`src/rtl/multiword_add_sequencer.sv`:
```
// Streaming multi-precision add/subtract sequencer around an N-bit adder.
// A wide operand arrives as little-endian N-bit word pairs over valid/ready.
// Each word's adder carry-out is registered and chained into the next word,
// and one registered result word is produced per accepted input beat.
// Ports:
//   clk, rst                      clock, async active-high reset
//   in_valid/in_ready             input handshake (in_ready depends only on output side)
//   in_a, in_b                    operand words
//   in_first, in_last             operation framing
//   in_ci, in_sub                 external carry-in (add only), subtract select
//   out_valid/out_ready           output handshake
//   out_c, out_idx, out_last      result word, word index, final-word flag
//   out_co, out_ovf               final carry (sub: 1 = no borrow), signed overflow
//   out_err                       protocol error on this beat

// N-bit adder in generate/propagate form.
module cla_adder #(
  parameter int unsigned N = 32
) (
  input  logic [N-1:0] a,
  input  logic [N-1:0] b,
  input  logic         ci,
  output logic [N-1:0] c,
  output logic         co
);
  always_comb begin : carry_net
    logic cy;
    cy = ci;
    c  = '0;
    for (int i = 0; i < int'(N); i++) begin
      c[i] = a[i] ^ b[i] ^ cy;
      cy   = (a[i] & b[i]) | ((a[i] ^ b[i]) & cy);
    end
    co = cy;
  end
endmodule

module multiword_add_sequencer #(
  parameter int unsigned N    = 32,
  parameter int unsigned MAXW = 16,
  parameter int unsigned WCW  = $clog2(MAXW + 1)
) (
  input  logic           clk,
  input  logic           rst,
  input  logic           in_valid,
  output logic           in_ready,
  input  logic [N-1:0]   in_a,
  input  logic [N-1:0]   in_b,
  input  logic           in_first,
  input  logic           in_last,
  input  logic           in_ci,
  input  logic           in_sub,
  output logic           out_valid,
  input  logic           out_ready,
  output logic [N-1:0]   out_c,
  output logic [WCW-1:0] out_idx,
  output logic           out_last,
  output logic           out_co,
  output logic           out_ovf,
  output logic           out_err
);
  localparam logic [WCW-1:0] LAST_IDX = WCW'(MAXW - 1);

  typedef enum logic {IDLE, BUSY} state_t;

  state_t         state_q, state_d;
  logic           carry_q, carry_d;
  logic           sub_q, sub_d;
  logic [WCW-1:0] cnt_q, cnt_d;
  logic           out_valid_q, out_valid_d;
  logic [N-1:0]   out_c_q, out_c_d;
  logic [WCW-1:0] out_idx_q, out_idx_d;
  logic           out_last_q, out_last_d;
  logic           out_co_q, out_co_d;
  logic           out_ovf_q, out_ovf_d;
  logic           out_err_q, out_err_d;

  logic           accept;
  logic           start;
  logic           sub_eff;
  logic [N-1:0]   b_eff;
  logic           add_ci;
  logic [WCW-1:0] idx;
  logic [N-1:0]   add_c;
  logic           add_co;

  assign in_ready = !out_valid_q || out_ready;
  assign accept   = in_valid && in_ready;

  // Operand/carry selection: a beat starts a fresh operation from IDLE or when
  // in_first arrives mid-operation (the open operation is abandoned).
  always_comb begin
    start   = (state_q == IDLE) || in_first;
    sub_eff = start ? in_sub : sub_q;
    b_eff   = sub_eff ? ~in_b : in_b;
    add_ci  = start ? (in_sub | in_ci) : carry_q;
    idx     = start ? '0 : cnt_q;
  end

  cla_adder #(.N(N)) u_adder (
    .a  (in_a),
    .b  (b_eff),
    .ci (add_ci),
    .c  (add_c),
    .co (add_co)
  );

  // Next-state and output-register load.
  always_comb begin
    logic at_max;
    logic last_eff;
    state_d     = state_q;
    carry_d     = carry_q;
    sub_d       = sub_q;
    cnt_d       = cnt_q;
    out_valid_d = out_valid_q && !out_ready;
    out_c_d     = out_c_q;
    out_idx_d   = out_idx_q;
    out_last_d  = out_last_q;
    out_co_d    = out_co_q;
    out_ovf_d   = out_ovf_q;
    out_err_d   = out_err_q;
    at_max      = (idx == LAST_IDX);
    last_eff    = in_last || at_max;

    if (accept) begin
      sub_d       = sub_eff;
      carry_d     = add_co;
      cnt_d       = last_eff ? '0 : idx + WCW'(1);
      state_d     = last_eff ? IDLE : BUSY;
      out_valid_d = 1'b1;
      out_c_d     = add_c;
      out_idx_d   = idx;
      out_last_d  = last_eff;
      out_co_d    = last_eff && add_co;
      // Carry into the MSB is recovered from the MSB sum bit.
      out_ovf_d   = last_eff && ((in_a[N-1] ^ b_eff[N-1] ^ add_c[N-1]) ^ add_co);
      out_err_d   = ((state_q == IDLE) && !in_first) ||
                    ((state_q == BUSY) && in_first) ||
                    (at_max && !in_last);
    end
  end

  always_ff @(posedge clk or posedge rst) begin
    if (rst) begin
      state_q     <= IDLE;
      carry_q     <= 1'b0;
      sub_q       <= 1'b0;
      cnt_q       <= '0;
      out_valid_q <= 1'b0;
      out_c_q     <= '0;
      out_idx_q   <= '0;
      out_last_q  <= 1'b0;
      out_co_q    <= 1'b0;
      out_ovf_q   <= 1'b0;
      out_err_q   <= 1'b0;
    end else begin
      state_q     <= state_d;
      carry_q     <= carry_d;
      sub_q       <= sub_d;
      cnt_q       <= cnt_d;
      out_valid_q <= out_valid_d;
      out_c_q     <= out_c_d;
      out_idx_q   <= out_idx_d;
      out_last_q  <= out_last_d;
      out_co_q    <= out_co_d;
      out_ovf_q   <= out_ovf_d;
      out_err_q   <= out_err_d;
    end
  end

  assign out_valid = out_valid_q;
  assign out_c     = out_c_q;
  assign out_idx   = out_idx_q;
  assign out_last  = out_last_q;
  assign out_co    = out_co_q;
  assign out_ovf   = out_ovf_q;
  assign out_err   = out_err_q;
endmodule

```
`config.mk`:
```
export PLATFORM = sky130hd
export DESIGN_NAME = multiword_add_sequencer
export DESIGN_NICKNAME = d
export VERILOG_FILES = /design/src/rtl/multiword_add_sequencer.sv
export SDC_FILE = /design/constraint.sdc
export NUM_CORES = 1
export LEC_CHECK = 0
export ABC_CLOCK_PERIOD_IN_PS = 25800
export CAP_MARGIN = 10
export CORE_UTILIZATION = 48
export CTS_CLUSTER_SIZE = 25
export DETAILED_ROUTE_END_ITERATION = 10
export GPL_TIMING_DRIVEN = 1
export MAX_ROUTING_LAYER = met4
export PLACE_DENSITY = 0.91
export SLEW_MARGIN = 20
export SYNTH_ARGS = -nofsm -noshare
export SYNTH_HDL_FRONTEND = slang
export SYNTH_HIERARCHICAL = 1
export SYNTH_SLANG_ARGS = --single-unit
```
`constraint.sdc`:
```
create_clock -name clk -period 25.8 [get_ports clk]
set_input_delay 2.58 -clock clk [delete_from_list [all_inputs] [get_ports clk]]
set_output_delay 2.58 -clock clk [all_outputs]
set_load 0.05 [all_outputs]
```
# [Yosys cells after proc, flatten, opt, wreduce, memory -nomap -nowiden]
# Cells that the tools add are included.
# Widths: inputs -> output; s select.
[word_totals] reg_bits=50
[classes] n_addsub=1 n_eq_ne=1 n_mux=7 bitwise=165 reduce_logical=16
[ops] op="$xor 1x1->1" count=66
[ops] op="$and 1x1->1" count=64
[ops] op="$or 1x1->1" count=33
[ops] op="$mux 32" count=1
[ops] op="$not 32->32" count=1
[ops] op="$mux 5" count=2
[ops] op="$logic_and 1x1->1" count=7
[ops] op="$add 5x1->5 const B" count=1
[ops] op="$eq 5x4->1 const B" count=1
[ops] op="$logic_or 1x1->1" count=5
[ops] op="$logic_not 1->1" count=4
[ops] op="$mux 1" count=4
[ops] op="$not 1->1" count=1

# [Longest topological paths before layout]
[logic_depth] word_depth=71 ltp_mapped=45 depth_no_buf=44

# [Hierarchy]
# Netlist, hierarchy kept.
[by_module_without_submodules] module="multiword_add_sequencer" n_inst=1 cells_each=255 area_each_um2=2374.8
[by_module_without_submodules] module="cla_adder" n_inst=1 cells_each=42 area_each_um2=678.2

# [Worst setup path before layout]
# Ideal clock, no wire load.
[synth_path] path_type="in2reg" startpoint="input in_first" endpoint="register out_ovf_q, in the netlist out_ovf" setup_time_ns=0.095 arrival_ns=16.022 slack_ns=9.682 cell_stages=45 path_buffers=1 path_cell_list="inv_1 -> ha_1 -> buf_4 -> mux2i_4 -> xnor2_1 -> inv_1 -> fa_1 -> inv_1 -> fa_1 -> fa_1 -> fa_1 -> fa_1 -> fa_1 -> fa_1 -> fa_1 -> fa_1 -> fa_1 -> fa_1 -> [9 not listed] -> fa_1 -> fa_1 -> fa_1 -> fa_1 -> fa_1 -> fa_1 -> fa_1 -> fa_1 -> fa_1 -> fa_1 -> fa_1 -> inv_1 -> fa_1 -> inv_1 -> xnor2_1 -> xnor2_1 -> xnor2_1 -> o31ai_1"
[synth_between] elab_chain_cells=70
[synth_lines] item="start, declared" line_no="49" source="input logic in_first,"
[synth_lines] item="$logic_or 1x1->1 (*)" line_no="93" source="start = (state_q == IDLE) || in_first;"
[synth_lines] item="$mux 1 (*)" line_no="94" source="sub_eff = start ? in_sub : sub_q;"
[synth_lines] item="$mux 32 (*)" line_no="95" source="b_eff = sub_eff ? ~in_b : in_b;"
[synth_lines] item="named net b_eff[0]" line_no="81" source="logic [N-1:0] b_eff;"
[synth_lines] item="$xor 1x1->1" line_no="32" source="cy = (a[i] & b[i]) | ((a[i] ^ b[i]) & cy);"
[synth_lines] item="$and 1x1->1" line_no="32"
[synth_lines] item="$or 1x1->1 (*)" line_no="32"
[synth_lines] item="$and 1x1->1 (*)" line_no="32"
[synth_lines] item="[55 not listed]"
[synth_lines] item="$and 1x1->1 (*)" line_no="32"
[synth_lines] item="$or 1x1->1 (*)" line_no="32"
[synth_lines] item="$and 1x1->1 (*)" line_no="32"
[synth_lines] item="$or 1x1->1 (*)" line_no="32"
[synth_lines] item="$xor 1x1->1 (*)" line_no="31" source="c[i] = a[i] ^ b[i] ^ cy;"
[synth_lines] item="named net add_c[31]" line_no="84" source="logic [N-1:0] add_c;"
[synth_lines] item="$xor 1x1->1 (*) (2 in series)" line_no="137" source="out_ovf_d = last_eff && ((in_a[N-1] ^ b_eff[N-1] ^ add_c[N-1]) ^ add_co);"
[synth_lines] item="$logic_and 1x1->1 (*)" line_no="137"
[synth_lines] item="end signal, assigned" line_no="167" source="out_ovf_q <= out_ovf_d;"
[synth_lines] item="end, declared" line_no="75" source="logic out_ovf_q, out_ovf_d;"
# Mark *: on every way through the listed nets, which the timed path passes. The rest lies on a longest branch.
# A chain may end at the register's enable or synchronous reset.

# [Worst setup path in the final report]
# Same ends and word-level chain as after synthesis.

==> qor.yml <==
critical_path:
  critPathTopFamily: "adder cells"
  max_stage_delay_ps: 470
  cpMostUsedCell: "fa_1"
  critPathCaptureType: "flip-flop"
  cp_slowest_cell: "buf_4"
  worstPathMaxFanout: 33
  required_ps: 25950
  critPathBufInv: 7
  worstSetupPathType: "input port to flip-flop"
  cp-start-kind: "input port"
  worstPathArrival_ps: 17520
synth:
  synth_edf_count: 0
  syn_area_per_cell_sq_um: 10.3
  ys_async_sr_fraction_pct: 100
  synth_ff_type: "dfrtp_1"
  seq_area_frac_synth_pct: 41.0
  syn_area_sq_um: 3050
  synth_seq_cells: 50
  synth.distinct_cells: 27
  yosysWarnings: 6
  syn_nets: 405
  synthCells: 297
sta:
  finalSetupViolCount: 0
  hold_viol_final: 0
  fmax_mhz: 57.6
  hold_ws_ps: 477
  finalClockSkew_ps: 9.66
  tns_ps: 0
  period_minus_slack_ps: 17370
  rsz0062_at_grt: "false"
  period_share_pct: 67.3
  tightest_slew_ps: 972
  max-slew-margin-rel_pct: 35.0
  slew_viol_final: 0
global_route:
  track_usage_pct: 23.0
  overflow: 0
  grt_start_max_net_pins: 55
  grt_pass1_wl_um: 11200
  antenna_found_initial: 0
  grt_pass1_vias: 2482
die:
  die_y_um: 81.8
  start_util_pct: 50.7
  core_sq_um: 6030
  pin_count: 115
  floorplan.rows: 28
  die-area_sq_um: 6680
  die_w_um: 81.8
cells_and_area:
  num-fill-cells: 436
  drive_gt1_share_pct: 4.41
  antenna_cells: 0
  final_cell_mix: "114 x nand2_1, 114 x clkdlybuf4s50_1, 50 x dfrtp_1"
  area_delta_synth_final_pct: 41.8
  final_cells: 483
  finalNetCount: 515
  final_core_util_pct: 71.8
drt:
  vias: 2374
  drc: 0
  drt-wirelength-per-cell_um: 13.8
  drtPass1Iterations: 4
  drtIter0Drc: 89
  via_per_inst: 4.92
  ant_nets: 0
  wirelength_um: 6680
clock_tree:
  clk_pin_slew_ps: 90
  cts_setup_buffers: 0
  clk_latency_ps: 310
  tritoncts: "done"
  cts_sinks: 50
  clk_path_buf_depth: 2
  htree_levels: 2
  clockRootBuffer: "clkbuf_8"
  cts_buffers: 5
  ctsResizeCount: 0
  holdBufCountCts: 0
job:
  maxCapViolations: 0
placed_design:
  port_buffers: 114
  dp_cells: 475
  hpwl_um: 5090
  gp_congestion: 0.763
power_and_ir_drop:
  power.leakage_nw: 1.93
  cellPowerDensity_nw_per_um2: 79.3
  vdd_drop_max_mv: 0.0529
min_path:
  hp-class: "flip-flop to flip-flop"
outcome:
  outcome: "finished, final reports clean"
## cell type report
class | count | area, sq um | area share, %
clock buffer | 7 | 86.3 | 1.99
clock inverter | 1 | 5.00 | 0.116
tap | 75 | 93.8 | 2.17
inverter | 13 | 50.0 | 1.16
multi-input combinational | 221 | 1690 | 39.0
sequential | 50 | 1250 | 28.9
timing repair buffer | 116 | 1160 | 26.7
## synthesized netlist by cell type, types with 2 or more instances
master | n | area (sq um)
nand2_1 | 115 | 432
dfrtp_1 | 50 | 1250
xnor2_1 | 34 | 298
fa_1 | 32 | 641
inv_1 | 13 | 48.8
o21ai_0 | 7 | 35.0
clkbuf_1 | 5 | 18.8
buf_2 | 4 | 20.0
buf_4 | 4 | 30.0
ha_1 | 4 | 50.1
mux2_2 | 4 | 45.0
and2_1 | 3 | 18.8
nand3_1 | 3 | 15.0
nor2_1 | 3 | 11.3
o31ai_1 | 3 | 22.5
nand2b_1 | 2 | 12.5
## worst min-delay path, delay by kind of cell, from the launching register on
kind	cells	cell delay, ps
simple gates	2	100
flops	1	350
## metrics by stage
step	total power, mW	worst slack, ps	area [sq um]
2_1_floorplan	0.234	9680	3050
3_3_place_gp	0.294	8410	4240
3_5_place_dp	0.299	8090	4240
4_1_cts	0.347	8400	4330
5_1_grt	0.367	7790	4330
6_report	0.344	8430	4330
## state kept, by name, indices dropped and copies added (netlist names)
signal	cells
out_valid	1
cnt_q	5
out_err	1
out_co	1
out_idx	5
state_q	1
sub_q	1
carry_q	1
out_ovf	1
out_c	32
out_last	1
## kinds of logic after synthesis
group | count (synthesis) | share of synthesized area, %
and+or+nand+nor | 129 | 16.6
xor gates and xnor gates | 36 | 10.6
buffers and inverters | 26 | 3.85
DFF | 50 | 41.0
muxes | 6 | 2.54
adders and majority gates | 36 | 22.6
AOI/OAI and AO/OA | 14 | 2.79
## per-layer routing
layer	vias up	part of all wire [%]	track usage (%)
met3	9	7.8	5.11
met5	-	0	-
met4	0	1.5	7.89
met1	1147	40	28.2
met2	95	51	37.5
li1	1123	-	-
## where the power goes
group          switching [mW]  internal [mW]
clock                  0.0257         0.0217
sequential             0.0110         0.0983
combinational           0.117         0.0700
total                   0.154          0.190
## path summary, 6_finish.rpt
check | from | to | slack (ps) | cells after the start
max | in_first | out_ovf | 8430 | 46
min | out_c[24] | out_c[24] | 480 | 2
max reg2reg | state_q | out_ovf | 10790 | 44
min reg2reg | out_c[24] | out_c[24] | 480 | 2
max in group asynchronous | rst | out_co | 22520 | 2
min in group asynchronous | rst | out_c[12] | 2750 | 2
(Power assumes the default switching activity.)
